<file path="src/rtl/h14tx_period_sched.sv">
// HDMI 1.4 TX period sequencer: delays raw timing so that preambles and guard
// bands can precede active characters, and drives the per-channel control words.
package h14tx_period_sched_pkg;
  typedef logic [1:0] ctl_t;

  typedef enum logic [2:0] {
    P_CTL         = 3'd0,
    P_VID_PRE     = 3'd1,
    P_VID_GB      = 3'd2,
    P_VID         = 3'd3,
    P_DI_PRE      = 3'd4,
    P_DI_GB_LEAD  = 3'd5,
    P_DI          = 3'd6,
    P_DI_GB_TRAIL = 3'd7
  } period_t;
endpackage

module h14tx_period_sched
  import h14tx_period_sched_pkg::*;
#(
  parameter int PREAMBLE_LEN = 8,
  parameter int GUARD_LEN    = 2,
  parameter int PKT_LEN      = 32,
  parameter int MAX_PKT      = 18
) (
  input  logic       clk,
  input  logic       rst_n,
  input  logic       de,
  input  logic       hsync,
  input  logic       vsync,
  input  logic       island_go,
  input  logic [4:0] island_npkt,
  output logic [2:0] period,
  output ctl_t       ctl0,
  output ctl_t       ctl1,
  output ctl_t       ctl2,
  output logic       de_o,
  output logic       hsync_o,
  output logic       vsync_o,
  output logic       island_ready,
  output logic       island_pkt_start,
  output logic       overrun
);
  localparam int L       = PREAMBLE_LEN + GUARD_LEN + 1;
  localparam int GAP_MIN = L + 1;
  localparam int LW      = $clog2(GAP_MIN + 1);
  localparam int CMAX    = (PKT_LEN > PREAMBLE_LEN)
                           ? ((PKT_LEN > GUARD_LEN) ? PKT_LEN : GUARD_LEN)
                           : ((PREAMBLE_LEN > GUARD_LEN) ? PREAMBLE_LEN : GUARD_LEN);
  localparam int CW      = (CMAX > 1) ? $clog2(CMAX) : 1;
  localparam int PW      = $clog2(MAX_PKT + 1);
  localparam logic [3:0] RUN_MAX   = 4'd15;
  localparam logic [3:0] RUN_READY = 4'd4;

  period_t        state, state_n;
  logic [CW-1:0]  cnt, cnt_n;
  logic [PW-1:0]  pcnt, pcnt_n;
  logic [PW-1:0]  npkt_r, npkt_n, npkt_clamp;
  logic [L-1:0]   de_p, hs_p, vs_p;
  logic [L-1:0]   de_pn, hs_pn, vs_pn;
  logic [LW-1:0]  low_run, low_run_n;
  logic [3:0]     ctl_run, ctl_run_n;
  logic           rise, in_island, collide, accept, vid_start;
  logic           ready_n, pkt_start_n;
  ctl_t           ctl1_n, ctl2_n;

  always_comb begin
    de_pn = {de_p[L-2:0], de};
    hs_pn = {hs_p[L-2:0], hsync};
    vs_pn = {vs_p[L-2:0], vsync};

    rise      = de & ~de_p[0];
    in_island = state inside {P_DI_PRE, P_DI_GB_LEAD, P_DI, P_DI_GB_TRAIL};
    collide   = rise & in_island;
    // A colliding island is abandoned in favour of the normal video schedule.
    vid_start = rise & ((low_run >= LW'(GAP_MIN)) | in_island);
    accept    = island_go & island_ready & ~de;

    low_run_n = de ? '0 : ((low_run == LW'(GAP_MIN)) ? low_run : low_run + 1'b1);

    if (island_npkt == '0)
      npkt_clamp = PW'(1);
    else if (int'(island_npkt) > MAX_PKT)
      npkt_clamp = PW'(MAX_PKT);
    else
      npkt_clamp = PW'(island_npkt);

    state_n = state;
    cnt_n   = cnt;
    pcnt_n  = pcnt;
    npkt_n  = npkt_r;

    if (vid_start) begin
      state_n = P_VID_PRE;
      cnt_n   = '0;
      pcnt_n  = '0;
    end else begin
      case (state)
        P_CTL: begin
          // Short blanking gaps go straight back to VID without preamble.
          if (de_p[L-2]) begin
            state_n = P_VID;
          end else if (accept) begin
            state_n = P_DI_PRE;
            cnt_n   = '0;
            pcnt_n  = '0;
            npkt_n  = npkt_clamp;
          end
        end
        P_VID_PRE: begin
          if (cnt == CW'(PREAMBLE_LEN - 1)) begin
            state_n = P_VID_GB;
            cnt_n   = '0;
          end else begin
            cnt_n = cnt + 1'b1;
          end
        end
        P_VID_GB: begin
          if (cnt == CW'(GUARD_LEN - 1)) begin
            state_n = de_p[L-2] ? P_VID : P_CTL;
            cnt_n   = '0;
          end else begin
            cnt_n = cnt + 1'b1;
          end
        end
        P_VID: state_n = de_p[L-2] ? P_VID : P_CTL;
        P_DI_PRE: begin
          if (cnt == CW'(PREAMBLE_LEN - 1)) begin
            state_n = P_DI_GB_LEAD;
            cnt_n   = '0;
          end else begin
            cnt_n = cnt + 1'b1;
          end
        end
        P_DI_GB_LEAD: begin
          if (cnt == CW'(GUARD_LEN - 1)) begin
            state_n = P_DI;
            cnt_n   = '0;
          end else begin
            cnt_n = cnt + 1'b1;
          end
        end
        P_DI: begin
          if (cnt == CW'(PKT_LEN - 1)) begin
            cnt_n = '0;
            if (pcnt == npkt_r - 1'b1)
              state_n = P_DI_GB_TRAIL;
            else
              pcnt_n = pcnt + 1'b1;
          end else begin
            cnt_n = cnt + 1'b1;
          end
        end
        P_DI_GB_TRAIL: begin
          if (cnt == CW'(GUARD_LEN - 1)) begin
            state_n = P_CTL;
            cnt_n   = '0;
          end else begin
            cnt_n = cnt + 1'b1;
          end
        end
        default: state_n = P_CTL;
      endcase
    end

    // Run length of CTL output cycles strictly before the next cycle.
    if (state == P_CTL)
      ctl_run_n = (ctl_run == RUN_MAX) ? ctl_run : ctl_run + 1'b1;
    else
      ctl_run_n = '0;

    ready_n     = (state_n == P_CTL) && (ctl_run_n >= RUN_READY) && (de_pn == '0);
    pkt_start_n = (state_n == P_DI) && (cnt_n == '0);

    ctl1_n = ((state_n == P_VID_PRE) || (state_n == P_DI_PRE)) ? 2'b01 : 2'b00;
    ctl2_n = (state_n == P_DI_PRE) ? 2'b01 : 2'b00;
  end

  always_ff @(posedge clk) begin
    if (!rst_n) begin
      state            <= P_CTL;
      cnt              <= '0;
      pcnt             <= '0;
      npkt_r           <= '0;
      de_p             <= '0;
      hs_p             <= '0;
      vs_p             <= '0;
      low_run          <= '0;
      ctl_run          <= '0;
      ctl0             <= '0;
      ctl1             <= '0;
      ctl2             <= '0;
      island_ready     <= 1'b0;
      island_pkt_start <= 1'b0;
      overrun          <= 1'b0;
    end else begin
      state            <= state_n;
      cnt              <= cnt_n;
      pcnt             <= pcnt_n;
      npkt_r           <= npkt_n;
      de_p             <= de_pn;
      hs_p             <= hs_pn;
      vs_p             <= vs_pn;
      low_run          <= low_run_n;
      ctl_run          <= ctl_run_n;
      ctl0             <= {vs_pn[L-1], hs_pn[L-1]};
      ctl1             <= ctl1_n;
      ctl2             <= ctl2_n;
      island_ready     <= ready_n;
      island_pkt_start <= pkt_start_n;
      overrun          <= overrun | collide;
    end
  end

  assign period  = state;
  assign de_o    = de_p[L-1];
  assign hsync_o = hs_p[L-1];
  assign vsync_o = vs_p[L-1];

endmodule
</file>
<file path="config.mk">
export PLATFORM = sky130hd
export DESIGN_NAME = h14tx_period_sched
export DESIGN_NICKNAME = d
export VERILOG_FILES = /design/src/rtl/h14tx_period_sched.sv
export SDC_FILE = /design/constraint.sdc
export NUM_CORES = 1
export LEC_CHECK = 0
export CORE_MARGIN = 10
export CORE_UTILIZATION = 51
export CTS_CLUSTER_DIAMETER = 200
export CTS_CLUSTER_SIZE = 25
export DETAILED_ROUTE_END_ITERATION = 12
export PLACE_DENSITY = 0.8
export SLEW_MARGIN = 30
export SYNTH_ARGS = -nofsm -noshare
export SYNTH_HDL_FRONTEND = slang
export SYNTH_SLANG_ARGS = --single-unit
</file>
<file path="constraint.sdc">
create_clock -name clk -period 2 [get_ports clk]
set_input_delay 0.3 -clock clk [delete_from_list [all_inputs] [get_ports clk]]
set_output_delay 0.3 -clock clk [all_outputs]
set_load 0.005 [all_outputs]
</file>
After elaboration in Yosys (flattened, before gate mapping) --
Cells that the tools add are included.
Cells by class: bitwise logic cells 12, $lt $le $gt $ge 3, equality and inequality tests 20, add/subtract/negate cells 5, muxes and demuxes 30, reduce and logical (&&, ||, !) cells 17
Operators by type and width (count):
- 5-bit two-way mux | 12
- 3-bit two-way mux | 10
- 3-bit one-hot mux with 8 select lines | 1
- 5-bit one-hot mux with 4 select lines | 1
- 3-bit equality test, second input constant | 6
- 11-bit zero test | 1
- 5-bit by 1-bit adder with 5-bit output, second input constant | 2
- 5-bit zero test | 2
- 5-bit one-hot mux with 2 select lines | 1
- 4-bit by 1-bit adder with 4-bit output, second input constant | 2
- 4-bit equality test, second input constant | 2
- 4-bit two-way mux | 2
- 3-bit by 1-bit equality test with 1-bit output, second input constant | 2
- 3-bit by 2-bit equality test with 1-bit output, second input constant | 2
- 3-bit zero test | 2
- 2-bit != test, second input constant | 3
- 2-bit OR reduction | 3
- 1-bit bitwise AND | 5
- 5-bit by 1-bit equality test with 1-bit output, second input constant | 1
- 5-bit by 3-bit equality test with 1-bit output, second input constant | 1
- 5-bit equality test | 1
- 5-bit equality test, second input constant | 1
- 5-bit greater-than comparator, second input constant | 1
- 1-bit inverter | 5
- other kinds (14) | 18
Storage, ports and cells: output and inout port bits 15, bits in registers 68, input port bits 11, logic and storage cells 102

Logic depth before layout (Yosys ltp) --
depth in word-level cells 9, depth in mapped cells 8, mapped depth without buffers 8

Worst setup path after synthesis --
OpenSTA, ideal clock, no wires.
path type reg2reg, start register cnt[0], end register island_pkt_start, arrival 2011 ps, slack -72 ps, clock period less this slack 2072 ps, data required time 1939 ps, path buffers 1, library setup time 61 ps, stages on the path, launching flop included 8, cell sequence dfxtp_1 > ha_1 > or4b_1 > clkbuf_2 > a221o_1 > and3_4 > a221oi_2 > and4b_1
Between the ends: word-level cells in the longest chain between the ends 6, elaborated cells on any way between the ends 22, those cells by class add/sub: 1; eq/ne: 4; mux: 15; reduce/logical: 2
Ends and longest elaborated chain:
- start, declared | RTL line 56 | logic [CW-1:0] cnt, cnt_n;
- start signal, assigned | RTL line 198 | cnt <= cnt_n;
- 5-bit by 1-bit adder with 5-bit output (tied with other cells)
- 5-bit two-way mux (tied with other cells) | RTL line 119, 136, 155
- 5-bit one-hot mux with 4 select lines / 3-bit one-hot mux with 8 select lines (equally long branches) | RTL line 98 | case (state)
- 5-bit two-way mux / 3-bit two-way mux (equally long branches) | RTL line 93 | if (vid_start) begin
- 5-bit zero test / 3-bit equality test (equally long branches) | RTL line 173 | pkt_start_n = (state_n == P_DI) && (cnt_n == '0);
- 1-bit logical AND * | RTL line 173
- end signal, assigned | RTL line 210 | island_pkt_start <= pkt_start_n;
- end, declared | RTL line 41 | output logic island_pkt_start,
Every way passes the cells marked *; elsewhere a longest branch is shown, timed or not. A chain may end at the register's enable or synchronous reset.

Worst setup path in the final report --
start register cnt[1], end register island_pkt_start
Same word-level chain as after synthesis.

==> flow_summary.toml <==
[placement]
portBuffers = 23
gp_congestion = 0.954
place_hpwl_um = 4440

[synth]
async_flop_share_pct = 0
synth_area_leaders = "dfxtp_1 45%, and2_1 7.4%, ha_1 3.5%"
syn_inst = 310
synthTopCellsByCount = "64 x dfxtp_1, 34 x and2_1, 23 x nor2_1"
yosysMostFrequentCell = "dfxtp_1"
netlist.top_cell.by_area = "dfxtp_1"
syn_area_sq_mm = 0.00287
synth_edf_count = 0
yosys_register_bits = 64
ys_seq_area_share_pct = 44.7
synth.distinct_cells = 64
avgSynthCellArea_sq_um = 9.25
synth_ff_type = "dfxtp_1"
synth_top_area_share_pct = 44.7
ys_warn_count = 0

[cts]
htree_num_levels = 3
clockBufferDepth = 2
cts_buffers = 9
cts_tree = "done"
cts_hold_buf = 0
clk_latency_ns = 0.34
root_buffer = "clkbuf_8"
clkTransAtPathRegs_ns = 0.07
numClockSinks = 64

[flow_run]
maxCapViolations = 0

[final_layout]
antenna_cells = 0
syn_to_final_growth_pct = 27.9
fin_nets = 380
multi_input_area_sq_mm = 0.00158
drive_above_1_share_pct = 21.9
regArea_sq_mm = 0.00129
n_fill_cell = 429

[setup_path]
timing.rr.end = "island_pkt_start$_SDFF_PN0_"
crit-reg2reg-launch = "cnt[1]$_SDFF_PN0_"
r2r_cells = 7
cp_max_fo = 6
crit_required_ns = 2.28
crit_slowest_cell = "or4b_4"
endpoint = "island_pkt_start$_SDFF_PN0_"
startpoint = "cnt[1]$_SDFF_PN0_"
r2r_slack_ns = -0.06
cp_slowest_stage_delay_ns = 0.51
path_cells = "inv_2 > ha_4 > or4b_4 > a221o_1 > and3_4 > a221oi_2 > and4b_1"
startpoint_type = "register"
cp.depth = 7
critical-path-top-delay-family = "simple AND/OR/NAND/NOR gates"
cp-end-kind = "register"
path_class = "reg2reg"
crit_buf_inv = 1
critPathArrivalTime_ns = 2.35

[global_routing]
grt_max_degree = 30
gr-total-overflow = 0
grt_pass1_wl_um = 10600
antenna_found_initial = 0
grt_pass1_vias = 2369
grt_usage_pct = 14.8

[power_and_ir_drop]
power.density_mw_per_mm2 = 900
total_leakage_power_nw = 1.47
p_total_mw = 3.30
ir_worst_vdd_mv = 0.769

[detailed_routing]
drc_errors = 0
wl_um = 6300
wl_per_cell_um = 14.4
dr.pass1.iters = 6
ant_nets = 0
drt-vias-per-instance = 5.49
vias = 2404
first_iter_violations = 179

[timing]
layout_min_cycle_time_ns = 2.06
fin_skew_ns = 0.00694
hold_violations = 0
fmax_mhz = 484
fin_ws_ns = -0.0644
rsz0062_at_grt = "true"
finalSetupViolations = 3
fin_tns_setup_ns = -0.0980
min_period_over_period_pct = 103
slew_violations = 0

[floorplan]
rows = 27
die-area_sq_mm = 0.00902
initial_utilization_pct = 52.4
io_pins = 26
die_w_um = 95.0
placeableCoreArea_sq_mm = 0.00547
die_h_um = 95.0

[status]
violations = "negative setup slack"
status = "finished, violations left"

[hold_path]
hold_class = "reg2reg"
==> power by group <==
group | internal [mW] | switching [mW] | total (mW) | leakage, nW
logic | 0.435 | 0.400 | 0.835 | 0.861
registers | 1.36 | 0.0961 | 1.45 | 0.521
clock network | 0.517 | 0.496 | 1.01 | 0.0886
==> kinds of logic (layout without fill, tap and decap cells) <==
| group | count (synthesis) | after routing | share of synthesized area, % |
|---|---|---|---|
| AO/OA/AOI/OAI | 60 | 60 | 14.7 |
| XOR/XNOR | 8 | 8 | 2.44 |
| adder cells (fa/ha/maj) | 8 | 8 | 3.49 |
| buffers and inverters | 29 | 84 | 5.54 |
| flip-flops | 64 | 64 | 44.7 |
| multiplexers | 6 | 6 | 2.09 |
| other | 1 | 2 | 0.131 |
| AND/OR/NAND/NOR | 134 | 134 | 27.0 |
==> cell usage in the layout, fill, tap and decap left out, types with 2 or more instances in the layout <==
| master | netlist | final |
|---|---|---|
| clkbuf_8 | 0 | 11 |
| dfxtp_2 | 0 | 3 |
| nor3_1 | 10 | 9 |
| clkinvlp_4 | 0 | 2 |
| nand3_1 | 12 | 11 |
| ha_1 | 8 | 4 |
| nor2b_1 | 4 | 4 |
| and4b_1 | 2 | 2 |
| clkdlybuf4s50_1 | 0 | 23 |
| dfxtp_1 | 64 | 60 |
| o21ai_1 | 1 | 3 |
| xnor2_1 | 4 | 3 |
| nor2_1 | 23 | 23 |
| o2111ai_1 | 3 | 2 |
| nand2_1 | 17 | 17 |
| a31oi_1 | 2 | 2 |
| a21oi_1 | 18 | 15 |
| mux2i_1 | 6 | 6 |
| a221oi_1 | 3 | 2 |
| or3_1 | 2 | 2 |
| a21oi_2 | 0 | 3 |
| nand2b_1 | 6 | 6 |
| ha_4 | 0 | 3 |
| nor3b_1 | 4 | 4 |
| inv_1 | 12 | 11 |
| nor4_1 | 2 | 2 |
| and2_1 | 34 | 34 |
| o21a_1 | 3 | 3 |
| o211ai_1 | 2 | 2 |
| buf_4 | 7 | 33 |
| xor2_1 | 4 | 4 |
| conb_1 | 1 | 2 |
| o21ai_0 | 8 | 6 |
| a2111oi_0 | 2 | 2 |
==> repair_timing <==
action,4_1_cts,5_1_grt
setup endpoints to repair,12,10
endpoints found under the hold margin,0,0
buffers inserted,1,0
gates cloned,0,0
pin swaps,3,6
resized for setup,15,19
==> metrics by stage <==
stage / setup slack, ns / cell area (sq um) / cells / util, % / hold WS (ns)
detailed placement: -0.138 / 3320 / 421 / 60.7 / 0.418
floorplan: 0.000710 / 2870 / 311 / - / 0.412
global placement: -0.0918 / 3320 / 421 / 60.7 / 0.413
finish: -0.0644 / 3670 / 438 / 67.0 / 0.430
global route: -0.128 / 3670 / 438 / 67.0 / 0.445
CTS: -0.0394 / 3570 / 438 / 65.2 / 0.429
==> flip-flops by register name, indices dropped and copies added, names as in the netlist <==
signal and cells:
npkt_r 5, cnt 5, low_run 4, pcnt 5
de_p 11, ctl2 1, ctl1 1, vs_p 10
ctl_run 4, island_ready 1, period 3, hs_p 10
island_pkt_start 1, ctl0 2, overrun 1
==> metal layers <==
| metal | GRT usage (%) | share of wire, % |
|---|---|---|
| met2 | 24.5 | 50 |
| met5 | 0 | 0 |
| met1 | 16.5 | 44 |
| met4 | 8.23 | 2.3 |
| met3 | 4.52 | 4.4 |
==> how the worst min path moves through the flow <==
| stage | startpoint | to | slack [ns] | depth (start not counted) |
|---|---|---|---|---|
| global placement | hs_p[5]$_SDFF_PN0_ | hs_p[6]$_SDFF_PN0_ | 0.41 | 1 |
| floorplan | hs_p[9]$_SDFF_PN0_ | ctl0[0]$_SDFF_PN0_ | 0.41 | 1 |
| finish | vs_p[7]$_SDFF_PN0_ | vs_p[8]$_SDFF_PN0_ | 0.43 | 1 |
| CTS | vs_p[7]$_SDFF_PN0_ | vs_p[8]$_SDFF_PN0_ | 0.43 | 1 |
| detailed placement | vs_p[7]$_SDFF_PN0_ | vs_p[8]$_SDFF_PN0_ | 0.42 | 1 |
| global route | vs_p[7]$_SDFF_PN0_ | vs_p[8]$_SDFF_PN0_ | 0.44 | 1 |
==> area by class of cell <==
cell class | instances | share of cell area (%)
clock buffer | 12 | 4.23
timing repair buffer | 56 | 13.0
inverter | 12 | 1.23
sequential | 64 | 35.1
clock inverter | 4 | 0.784
multi-input combinational | 218 | 43.1
tap | 72 | 2.46
(Power assumes the default switching activity.)
